===== config.mk =====
export PLATFORM = sky130hd
export DESIGN_NAME = gen_rot_addr_frame
export DESIGN_NICKNAME = d
export VERILOG_FILES = /design/src/rtl/gen_rot_addr_frame_pkg.sv /design/src/rtl/gen_rot_addr_frame_rot_row_base.sv /design/src/rtl/gen_rot_addr_frame.sv
export SDC_FILE = /design/constraint.sdc
export NUM_CORES = 2
export LEC_CHECK = 0
export BUFFER_PORTS_ARGS = -buffer_cell sky130_fd_sc_hd__buf_2
export CAP_MARGIN = 20
export CORE_MARGIN = 3
export CORE_UTILIZATION = 45
export DETAILED_ROUTE_END_ITERATION = 16
export PLACE_DENSITY = 0.69
export SLEW_MARGIN = 20
export SYNTH_ARGS = -nofsm -noshare
export SYNTH_HDL_FRONTEND = slang
export SYNTH_HIERARCHICAL = 1
export SYNTH_SLANG_ARGS = --single-unit
export TNS_END_PERCENT = 20

===== constraint.sdc =====
create_clock -name clk -period 10.5 [get_ports clk]
set_input_delay 2.1 -clock clk [delete_from_list [all_inputs] [get_ports clk]]
set_output_delay 2.1 -clock clk [all_outputs]
set_load 0.01 [all_outputs]

===== src/rtl/gen_rot_addr_frame_pkg.sv =====
// Shared definitions for the rotation frame address generator:
// FSM state encoding, transform mode constants and Q-format helpers.
package gen_rot_addr_frame_pkg;

  typedef enum logic [2:0] {
    ST_IDLE = 3'd0,
    ST_INIT = 3'd1,
    ST_LINE = 3'd2,
    ST_RUN  = 3'd3,
    ST_DONE = 3'd4
  } state_e;

  localparam logic MODE_IDENT = 1'b0;
  localparam logic MODE_ROT   = 1'b1;

  // Value of 1.0 in a fixed-point format with frac_w fractional bits.
  function automatic int unsigned q_one(input int unsigned frac_w);
    return 32'd1 << frac_w;
  endfunction

endpackage


===== src/rtl/gen_rot_addr_frame_rot_row_base.sv =====
// Row base accumulators for one destination row: source position of dest_x=0
// after rotation about the frame centre. Holds the only multipliers of the block.
module rot_row_base
  import gen_rot_addr_frame_pkg::*;
#(
  parameter int ADDR_W   = 11,
  parameter int H_ACTIVE = 1024,
  parameter int V_ACTIVE = 768,
  parameter int TRIG_W   = 16,
  parameter int FRAC_W   = 14,
  parameter int ACC_W    = ADDR_W + FRAC_W + 3
) (
  input  logic        [ADDR_W-1:0] dest_y_i,
  input  logic signed [TRIG_W-1:0] cos_i,
  input  logic signed [TRIG_W-1:0] sin_i,
  output logic signed [ACC_W-1:0]  bx_o,
  output logic signed [ACC_W-1:0]  by_o
);

  // The centre sits on a half pixel, so everything is built at twice the
  // value and halved (floor) at the end to keep it exact.
  localparam logic signed [ACC_W-1:0] HM1   = ACC_W'(H_ACTIVE - 1);
  localparam logic signed [ACC_W-1:0] VM1   = ACC_W'(V_ACTIVE - 1);
  localparam logic signed [ACC_W-1:0] HM1_Q = ACC_W'((H_ACTIVE - 1) * q_one(FRAC_W));
  localparam logic signed [ACC_W-1:0] VM1_Q = ACC_W'((V_ACTIVE - 1) * q_one(FRAC_W));

  logic signed [ACC_W-1:0] cos_w;
  logic signed [ACC_W-1:0] sin_w;
  logic signed [ACC_W-1:0] off_y_w;
  logic signed [ACC_W-1:0] sum2_x_w;
  logic signed [ACC_W-1:0] sum2_y_w;

  // Doubled row base: 2*bx = cos*(-2Cx) + sin*(2y-2Cy) + 2Cx, likewise for by.
  always_comb begin
    cos_w    = {{(ACC_W-TRIG_W){cos_i[TRIG_W-1]}}, cos_i};
    sin_w    = {{(ACC_W-TRIG_W){sin_i[TRIG_W-1]}}, sin_i};
    off_y_w  = $signed({{(ACC_W-ADDR_W-1){1'b0}}, dest_y_i, 1'b0}) - VM1;
    sum2_x_w = (sin_w * off_y_w) - (cos_w * HM1) + HM1_Q;
    sum2_y_w = (sin_w * HM1) + (cos_w * off_y_w) + VM1_Q;
    bx_o     = sum2_x_w >>> 1;
    by_o     = sum2_y_w >>> 1;
  end

endmodule


===== src/rtl/gen_rot_addr_frame.sv =====
// Frame address generator: walks destination pixels in raster order and emits
// the rotated (or identity) source coordinate into the address FIFO.
module gen_rot_addr_frame
  import gen_rot_addr_frame_pkg::*;
#(
  parameter int ADDR_W   = 11,
  parameter int H_ACTIVE = 1024,
  parameter int V_ACTIVE = 768,
  parameter int TRIG_W   = 16,
  parameter int FRAC_W   = 14
) (
  input  logic                     clk,
  input  logic                     rst,
  input  logic                     frame_start,
  input  logic                     mode,
  input  logic signed [TRIG_W-1:0] cos_in,
  input  logic signed [TRIG_W-1:0] sin_in,
  input  logic                     addr_fifo_full,
  output logic                     wr_en,
  output logic        [ADDR_W-1:0] addr_x,
  output logic        [ADDR_W-1:0] addr_y,
  output logic                     addr_oob,
  output logic                     busy,
  output logic                     frame_done
);

  localparam int ACC_W = ADDR_W + FRAC_W + 3;
  localparam logic signed [TRIG_W-1:0] ONE_Q  = TRIG_W'(q_one(FRAC_W));
  localparam logic signed [ACC_W-1:0]  HALF_Q = ACC_W'(q_one(FRAC_W) >> 1);
  localparam logic signed [ACC_W-1:0]  XMAX   = ACC_W'(H_ACTIVE - 1);
  localparam logic signed [ACC_W-1:0]  YMAX   = ACC_W'(V_ACTIVE - 1);
  localparam logic [ADDR_W-1:0]        XLAST  = ADDR_W'(H_ACTIVE - 1);
  localparam logic [ADDR_W-1:0]        YLAST  = ADDR_W'(V_ACTIVE - 1);

  state_e                  state_q;
  logic                    mode_q;
  logic signed [TRIG_W-1:0] cos_q;
  logic signed [TRIG_W-1:0] sin_q;
  logic [ADDR_W-1:0]       dest_x_q;
  logic [ADDR_W-1:0]       dest_y_q;
  logic signed [ACC_W-1:0] ax_q;
  logic signed [ACC_W-1:0] ay_q;
  logic                    wr_en_q;
  logic [ADDR_W-1:0]       addr_x_q;
  logic [ADDR_W-1:0]       addr_y_q;
  logic                    addr_oob_q;
  logic                    busy_q;
  logic                    frame_done_q;

  logic signed [TRIG_W-1:0] cos_eff_d;
  logic signed [TRIG_W-1:0] sin_eff_d;
  logic signed [ACC_W-1:0]  cos_acc_d;
  logic signed [ACC_W-1:0]  sin_acc_d;
  logic signed [ACC_W-1:0]  bx_d;
  logic signed [ACC_W-1:0]  by_d;
  logic signed [ACC_W-1:0]  sx_d;
  logic signed [ACC_W-1:0]  sy_d;
  logic                     oob_d;

  // Identity runs through the same datapath as a rotation by 0 degrees,
  // which yields exact integer coordinates and keeps the timing identical.
  always_comb begin
    if (mode_q == MODE_ROT) begin
      cos_eff_d = cos_q;
      sin_eff_d = sin_q;
    end else begin
      cos_eff_d = ONE_Q;
      sin_eff_d = {TRIG_W{1'b0}};
    end
    cos_acc_d = {{(ACC_W-TRIG_W){cos_eff_d[TRIG_W-1]}}, cos_eff_d};
    sin_acc_d = {{(ACC_W-TRIG_W){sin_eff_d[TRIG_W-1]}}, sin_eff_d};
  end

  rot_row_base #(
    .ADDR_W   (ADDR_W),
    .H_ACTIVE (H_ACTIVE),
    .V_ACTIVE (V_ACTIVE),
    .TRIG_W   (TRIG_W),
    .FRAC_W   (FRAC_W),
    .ACC_W    (ACC_W)
  ) u_row_base (
    .dest_y_i (dest_y_q),
    .cos_i    (cos_eff_d),
    .sin_i    (sin_eff_d),
    .bx_o     (bx_d),
    .by_o     (by_d)
  );

  // Round-half-up to integer source pixel and range check.
  always_comb begin
    sx_d  = (ax_q + HALF_Q) >>> FRAC_W;
    sy_d  = (ay_q + HALF_Q) >>> FRAC_W;
    oob_d = sx_d[ACC_W-1] | (sx_d > XMAX) | sy_d[ACC_W-1] | (sy_d > YMAX);
  end

  // Frame sequencer with registered FIFO-side outputs.
  always_ff @(posedge clk or negedge rst) begin
    if (!rst) begin
      state_q      <= ST_IDLE;
      mode_q       <= MODE_IDENT;
      cos_q        <= {TRIG_W{1'b0}};
      sin_q        <= {TRIG_W{1'b0}};
      dest_x_q     <= {ADDR_W{1'b0}};
      dest_y_q     <= {ADDR_W{1'b0}};
      ax_q         <= {ACC_W{1'b0}};
      ay_q         <= {ACC_W{1'b0}};
      wr_en_q      <= 1'b0;
      addr_x_q     <= {ADDR_W{1'b0}};
      addr_y_q     <= {ADDR_W{1'b0}};
      addr_oob_q   <= 1'b0;
      busy_q       <= 1'b0;
      frame_done_q <= 1'b0;
    end else begin
      wr_en_q      <= 1'b0;
      frame_done_q <= 1'b0;
      case (state_q)
        ST_IDLE: begin
          if (frame_start) begin
            mode_q  <= mode;
            cos_q   <= cos_in;
            sin_q   <= sin_in;
            busy_q  <= 1'b1;
            state_q <= ST_INIT;
          end
        end
        ST_INIT: begin
          dest_x_q <= {ADDR_W{1'b0}};
          dest_y_q <= {ADDR_W{1'b0}};
          state_q  <= ST_LINE;
        end
        ST_LINE: begin
          ax_q     <= bx_d;
          ay_q     <= by_d;
          dest_x_q <= {ADDR_W{1'b0}};
          state_q  <= ST_RUN;
        end
        ST_RUN: begin
          // A full FIFO freezes the walk; nothing advances without a write.
          if (!addr_fifo_full) begin
            wr_en_q    <= 1'b1;
            addr_oob_q <= oob_d;
            addr_x_q   <= oob_d ? {ADDR_W{1'b0}} : sx_d[ADDR_W-1:0];
            addr_y_q   <= oob_d ? {ADDR_W{1'b0}} : sy_d[ADDR_W-1:0];
            ax_q       <= ax_q + cos_acc_d;
            ay_q       <= ay_q - sin_acc_d;
            if (dest_x_q == XLAST) begin
              dest_x_q <= {ADDR_W{1'b0}};
              if (dest_y_q == YLAST) begin
                state_q <= ST_DONE;
              end else begin
                dest_y_q <= dest_y_q + ADDR_W'(1);
                state_q  <= ST_LINE;
              end
            end else begin
              dest_x_q <= dest_x_q + ADDR_W'(1);
            end
          end
        end
        ST_DONE: begin
          frame_done_q <= 1'b1;
          busy_q       <= 1'b0;
          state_q      <= ST_IDLE;
        end
        default: begin
          busy_q  <= 1'b0;
          state_q <= ST_IDLE;
        end
      endcase
    end
  end

  assign wr_en      = wr_en_q;
  assign addr_x     = addr_x_q;
  assign addr_y     = addr_y_q;
  assign addr_oob   = addr_oob_q;
  assign busy       = busy_q;
  assign frame_done = frame_done_q;

endmodule


* Word level (Yosys, flattened, before mapping)
Cells that the tools add are included.
Cells by class: add/subtract/negate cells 11, $mul 4, $lt $le $gt $ge 2, eq/ne operators 10, mux-type cells 25, bitwise logic cells 5, reduce and logical (&&, ||, !) cells 13
Operators with widths (count):
- $pmux 28 s2 | 2
- $mux 11 | 7
- $add 28x15->28 const B | 2
- $add 28x25->28 const B | 2
- $mul 16x13->28 | 2
- $mux 28 | 2
- $mul 16x11->27 const B | 2
- $pmux 11 s2 | 2
- $mux 16 | 2
- $add 28x16->28 | 1
- $add 28x28->28 | 1
- $gt 14x11->1 const B | 2
- $sub 28x16->28 | 1
- $sub 28x28->28 | 1
- $add 11x1->11 const B | 2
- $eq 11x10->1 const B | 2
- $sub 12x10->13 const B | 1
- $mux 3 | 4
- $pmux 3 s4 | 1
- $reduce_and 2->1 | 5
- $ne 2x2->1 const B | 4
- $eq 3x2->1 const B | 2
- $reduce_bool 2->1 | 3
- $mux 1 | 4
- 10 further kinds | 13
Word-level totals: register bits 140, bits of input ports 37, logic and storage cells 84

* Longest topological paths before layout
depth after elaboration 6, gate-level depth with buffers 31, gate-level depth less buffers 28

* Modules after synthesis
Netlist, hierarchy kept.
By module, submodules not included:
- rot_row_base | times used 1, cells an instance 2435, area an instance 23535.1 um^2
- gen_rot_addr_frame | times used 1, cells an instance 1041, area an instance 9167.5 um^2

* Worst setup path before layout
OpenSTA, ideal clock, no wires.
path type flip-flop to flip-flop, start reg mode_q, end reg ax_q[27], arrival 8.090 ns, path slack 2.273 ns, cell stages (with the launch flop) 28, path buffers 4, path through dfrtp_1 -> nand2_1 -> inv_1 -> clkbuf_1 -> buf_1 -> nand2_1 -> inv_1 -> fa_1 -> fa_1 -> fa_1 -> inv_1 -> fa_1 -> fa_1 -> fa_1 -> inv_1 -> fa_1 -> ha_1 -> buf_2 -> a21oi_1 -> o21ai_0 -> a211oi_1 -> a21oi_1 -> a41oi_1 -> a21oi_1 -> xnor2_1 -> buf_4 -> a22oi_1 -> o311ai_1
On the way: word-level cells in the longest chain between the ends 5, elaborated cells on any way between the ends 9
Ends and longest elaborated chain:
- start: declaration | line gen_rot_addr_frame.sv:36 | logic mode_q;
- start signal: assignment | line gen_rot_addr_frame.sv:119 | mode_q <= mode;
- $mux 16 | line gen_rot_addr_frame.sv:63 | if (mode_q == MODE_ROT) begin
- net sin_eff_d[15] | line gen_rot_addr_frame.sv:51 | logic signed [TRIG_W-1:0] sin_eff_d;
- $mul 16x13->28 | line gen_rot_addr_frame_rot_row_base.sv:38 | sum2_x_w = (sin_w * off_y_w) - (cos_w * HM1) + HM1_Q;
- $sub 28x28->28 | line gen_rot_addr_frame_rot_row_base.sv:38
- $add 28x25->28 | line gen_rot_addr_frame_rot_row_base.sv:38
- net bx_d[26] | line gen_rot_addr_frame.sv:54 | logic signed [ACC_W-1:0] bx_d;
- $pmux 28 s2 | line gen_rot_addr_frame.sv:116 | case (state_q)
- end signal: assignment | line gen_rot_addr_frame.sv:105 | ax_q <= {ACC_W{1'b0}};
- end signal: assignment | line gen_rot_addr_frame.sv:144 | ax_q <= ax_q + cos_acc_d;
- end: declaration | line gen_rot_addr_frame.sv:41 | logic signed [ACC_W-1:0] ax_q;
The timed path passes the listed nets, and every way through them passes these cells. The select of a mux whose other input is x is not followed. A chain may end at the register's enable or synchronous reset.

* Worst setup path after layout
start reg mode_q, end reg ax_q[26]
The elaborated chain is that of the path after synthesis.

==> impl_summary.log <==
INFO  metric total_leakage_power = roughly 0.017 uW
INFO  metric cts_root_buf = sky130_fd_sc_hd__clkbuf_16
INFO  metric required_time_worst_endpoint = 10.81 ns
INFO  metric synth-warning-count = 6
INFO  metric clock_latency = around 0.46 ns
INFO  metric area_growth = 6.232%
INFO  metric cts_tree = built
INFO  metric final_layout_size_suffix_gt1_share = just over 7%
INFO  metric p_switching = a little over 5000 uW
INFO  metric routed_wire_length = 83,990 um
INFO  metric peakVddDrop = 385.2 uV
INFO  metric die_w = around 280 um
INFO  metric vias = roughly 24,000
INFO  metric grt.total_usage = approximately a quarter
INFO  metric post_synth_most_frequent_cells = sky130_fd_sc_hd__inv_1 (754), sky130_fd_sc_hd__fa_1 (678), sky130_fd_sc_hd__nand2_1 (402)
INFO  metric timing.critical_path.mode_cell = sky130_fd_sc_hd__fa_1
INFO  metric dp_hpwl = 68,780 um
INFO  metric tns = 0 ns
INFO  metric path_cells = nand2_1 -> inv_2 -> nand2_1 -> inv_1 -> fa_1 -> fa_1 -> fa_1 -> inv_1 -> fa_1 -> fa_1 -> fa_1 -> inv_1 -> fa_1 -> ha_1 -> a21oi_1 -> o21ai_0 -> a211oi_1 -> a21oi_1 -> a41oi_1 -> a21oi_1 -> xnor2_1 -> a22oi_1 -> o21ai_0
INFO  metric design.die.area = 75,940 sq um
INFO  metric routed_length_per_instance = about 19 um
INFO  metric clkTransAtPathRegs = around 0.07 ns
INFO  metric setup_violations = 0
INFO  metric mapped_nets = roughly 4,500
INFO  metric utilization = roughly half
INFO  metric hold-worst-slack = around 0.48 ns
INFO  metric cp.depth = 23
INFO  metric timing.clock.skew = 0.02331 ns
INFO  metric p_sw_share = 55.36%
INFO  metric synth_cells = 3,476
INFO  metric cp-start-kind = flop
INFO  metric cts_resized = 0
INFO  metric worst-slew-pin-transition = between 1 and 1.5 ns
INFO  metric grt_antenna_before_repair = 0
INFO  metric place_worst_setup_slack = 1.765 ns
INFO  metric cap_violations = 0
INFO  metric crit_fanout = 33
INFO  metric share_seq_of_total_power = 9.3%
INFO  metric dieHeight = 275.6 um
INFO  metric int_pwr = 4190 uW
INFO  metric floorplan.io_pins = 63
INFO  metric port-buffer-count = 62
INFO  metric power.clock.fraction = around 6.8%
INFO  metric slew_violations = 0
INFO  metric synth.most_common_cell = sky130_fd_sc_hd__inv_1
INFO  metric maxSlewHeadroom = about a quarter
INFO  metric slowest_delay = roughly 0.96 ns
INFO  metric filler_cell_count = roughly 6,700
INFO  metric drt-vias-per-instance = between 5 and 6
INFO  metric p_per_area = approximately 270 nW/um^2
INFO  metric insertedDiodeCount = 0
INFO  metric fin_ws = about 1.6 ns
INFO  metric cts.sink_count = 140
INFO  metric final_period_minus_worst_setup_slack = 8.890 ns
INFO  metric synthTopCellsByArea = sky130_fd_sc_hd__fa_1 (42%), sky130_fd_sc_hd__ha_1 (11%), sky130_fd_sc_hd__dfrtp_1 (11%)
INFO  metric critPathKind = flop to flop
INFO  metric combinationalPowerShare = a little over four fifths
INFO  metric grt_overflow_total = 0
INFO  metric tritoncts.num_buffers = 17
INFO  metric design.final.nets = around 4,500
INFO  metric cell_depth_of_the_worst_min_delay_path = 2
INFO  metric finalWeightedCongestion = approximately 0.93
INFO  metric synthDominantCellAreaShare = ~42%
INFO  metric hold_path.class = flop to flop
INFO  metric synth_largest_area_cell = sky130_fd_sc_hd__fa_1
INFO  metric start_util = ~46%
INFO  metric htree_num_levels = 4
INFO  metric outcome = complete, no violations
INFO  metric synth.ff_latch_count = 140
INFO  metric synthesis.area = roughly 33,000 sq um
INFO  metric timing.critical_path.to_type = flop
INFO  metric synth_flop_cell = sky130_fd_sc_hd__dfrtp_1
INFO  metric synth_sequential_area_ratio = between 10% and 20%
INFO  metric first_iter_violations = around 1,700
INFO  metric drc_errors = 0
INFO  metric synthesis.area_per_instance = 9.408 sq um
INFO  metric wire_length_of_the_first_global_routing_pass = around 140,000 um
INFO  metric cts.hold.buffers_added = 0
INFO  metric number_of_library_cell_types_mapped_by_synthesis = 93
INFO  metric hold_viol_final = 0
INFO  metric timing.final.crit_share = between 80% and 90%
INFO  metric first_global_vias = between 20,000 and 30,000
INFO  metric antenna_violating_nets_post_route = 0
INFO  metric drt-pass1-iter-count = 5
INFO  metric row_count = 98
INFO  metric critical_path_at = about 9.2 ns
INFO  metric grt_start_max_net_pins = 75
INFO  metric cp_top_family = adder cells
INFO  metric post_cts_setup_repair_buffer_count = 0
INFO  metric worstRegToRegCells = 23
INFO  metric cp.buffers_inverters = 4
INFO  metric floorplan.core_area = roughly 70,000 sq um
INFO  metric clockBufferDepth = 2
INFO  metric synth_edf_count = 0
INFO  metric timing.critical_path.slowest_stage_cell = sky130_fd_sc_hd__dfrtp_1
INFO  metric maximum_operating_frequency = around 110 MHz
INFO  metric grt_setup_unrepaired = no
INFO  metric ys_async_sr_fraction = 100.0%
==> worst reg2reg max path: cells and delay by family (launching register included) <==
kind	cells	cell delay, ns
adders and majority gates	8	4.00
AOI/OAI and AO/OA	8	1.91
DFF	1	0.96
buffers and inverters	4	0.88
and+or+nand+nor	2	0.84
xor gates and xnor gates	1	0.18
==> cells in the final DEF, fill, tap and decap left out, drive strengths merged, types with 7 or more instances in the layout <==
master	Yosys	routed
fa	678	678
nor2	133	133
nor2b	19	19
nand3	38	38
clkbuf	106	19
buf	12	111
nand2	403	403
dfrtp	140	140
o21a	14	14
or2	26	26
ha	285	285
and3	22	22
nor3	22	22
nand4	18	18
a31oi	19	19
a211oi	12	12
nand2b	29	29
xor2	55	55
nor3b	7	7
o21ai	114	114
a22oi	13	13
o21bai	12	12
inv	755	762
a21o	34	34
and2	116	116
mux2	36	36
xnor2	103	103
a21oi	150	150
o22ai	8	8
==> registers in the layout, summed over array words and instances (netlist names), 3 cells and up <==
signal    flops
addr_x       11
ax_q         28
state_q       3
cos_q        16
sin_q        16
ay_q         28
dest_x_q     11
dest_y_q     11
addr_y       11
==> power by group through the flow <==
stage	Sequential [uW]	Clock (uW)	Combinational [uW]
final	871	639	7870
after global routing	890	668	8640
after CTS	868	643	7810
after detailed placement	876	0	7770
after global placement	874	0	7630
after floorplan	782	0	5840
==> path summary, 6_finish.rpt <==
path	from	to	slack, ns
min in group asynchronous	rst	addr_oob	1.66
setup reg to reg	mode_q	ax_q[26]	1.61
hold / removal	addr_y[6]	addr_y[6]	0.48
hold reg to reg	addr_y[6]	addr_y[6]	0.48
max in group asynchronous	rst	ax_q[8]	7.72
setup / recovery	mode_q	ax_q[26]	1.61
==> kinds of logic (layout without fill, tap and decap cells) <==
family                   Yosys count  count (layout)  synth area share (%)
adder cells (fa/ha/maj)          963             963                 52.41
buffers and inverters            873             898                 10.12
AND/OR/NAND/NOR                  855             855                 12.38
AO/OA/AOI/OAI                    448             448                 8.769
XOR/XNOR                         159             159                 4.300
flip-flops                       140             140                 10.71
multiplexers                      38              38                 1.301
==> metal layers <==
layer  wire length, um  vias to the layer above  track usage, %
li1                  -                    10734               -
met1             35960                    12056           32.26
met2             39520                      731           37.58
met3              4983                      145           3.025
met4              3529                        0           8.699
met5                 0                        -               0
==> per-stage QoR <==
stage	power [uW]	cell area (sq um)	cells
after floorplan	6627	32700	3476
after global routing	10200	34740	4451
after global placement	8502	34120	4418
final	9385	34740	4451
after detailed placement	8642	34120	4418
after CTS	9321	34710	4450
==> layout make-up <==
| type | count | area [sq um] | area share (%) |
|---|---|---|---|
| clock buffers | 19 | 432.9 | 1.246 |
| multi-input cells | 2463 | 25920 | 74.62 |
| repair buffers | 111 | 704.4 | 2.028 |
| flip-flops and latches | 140 | 3503 | 10.08 |
| clock inverters | 13 | 155.1 | 0.4466 |
| well taps | 950 | 1189 | 3.421 |
| inverters | 755 | 2834 | 8.157 |
(Power assumes the default switching activity.)
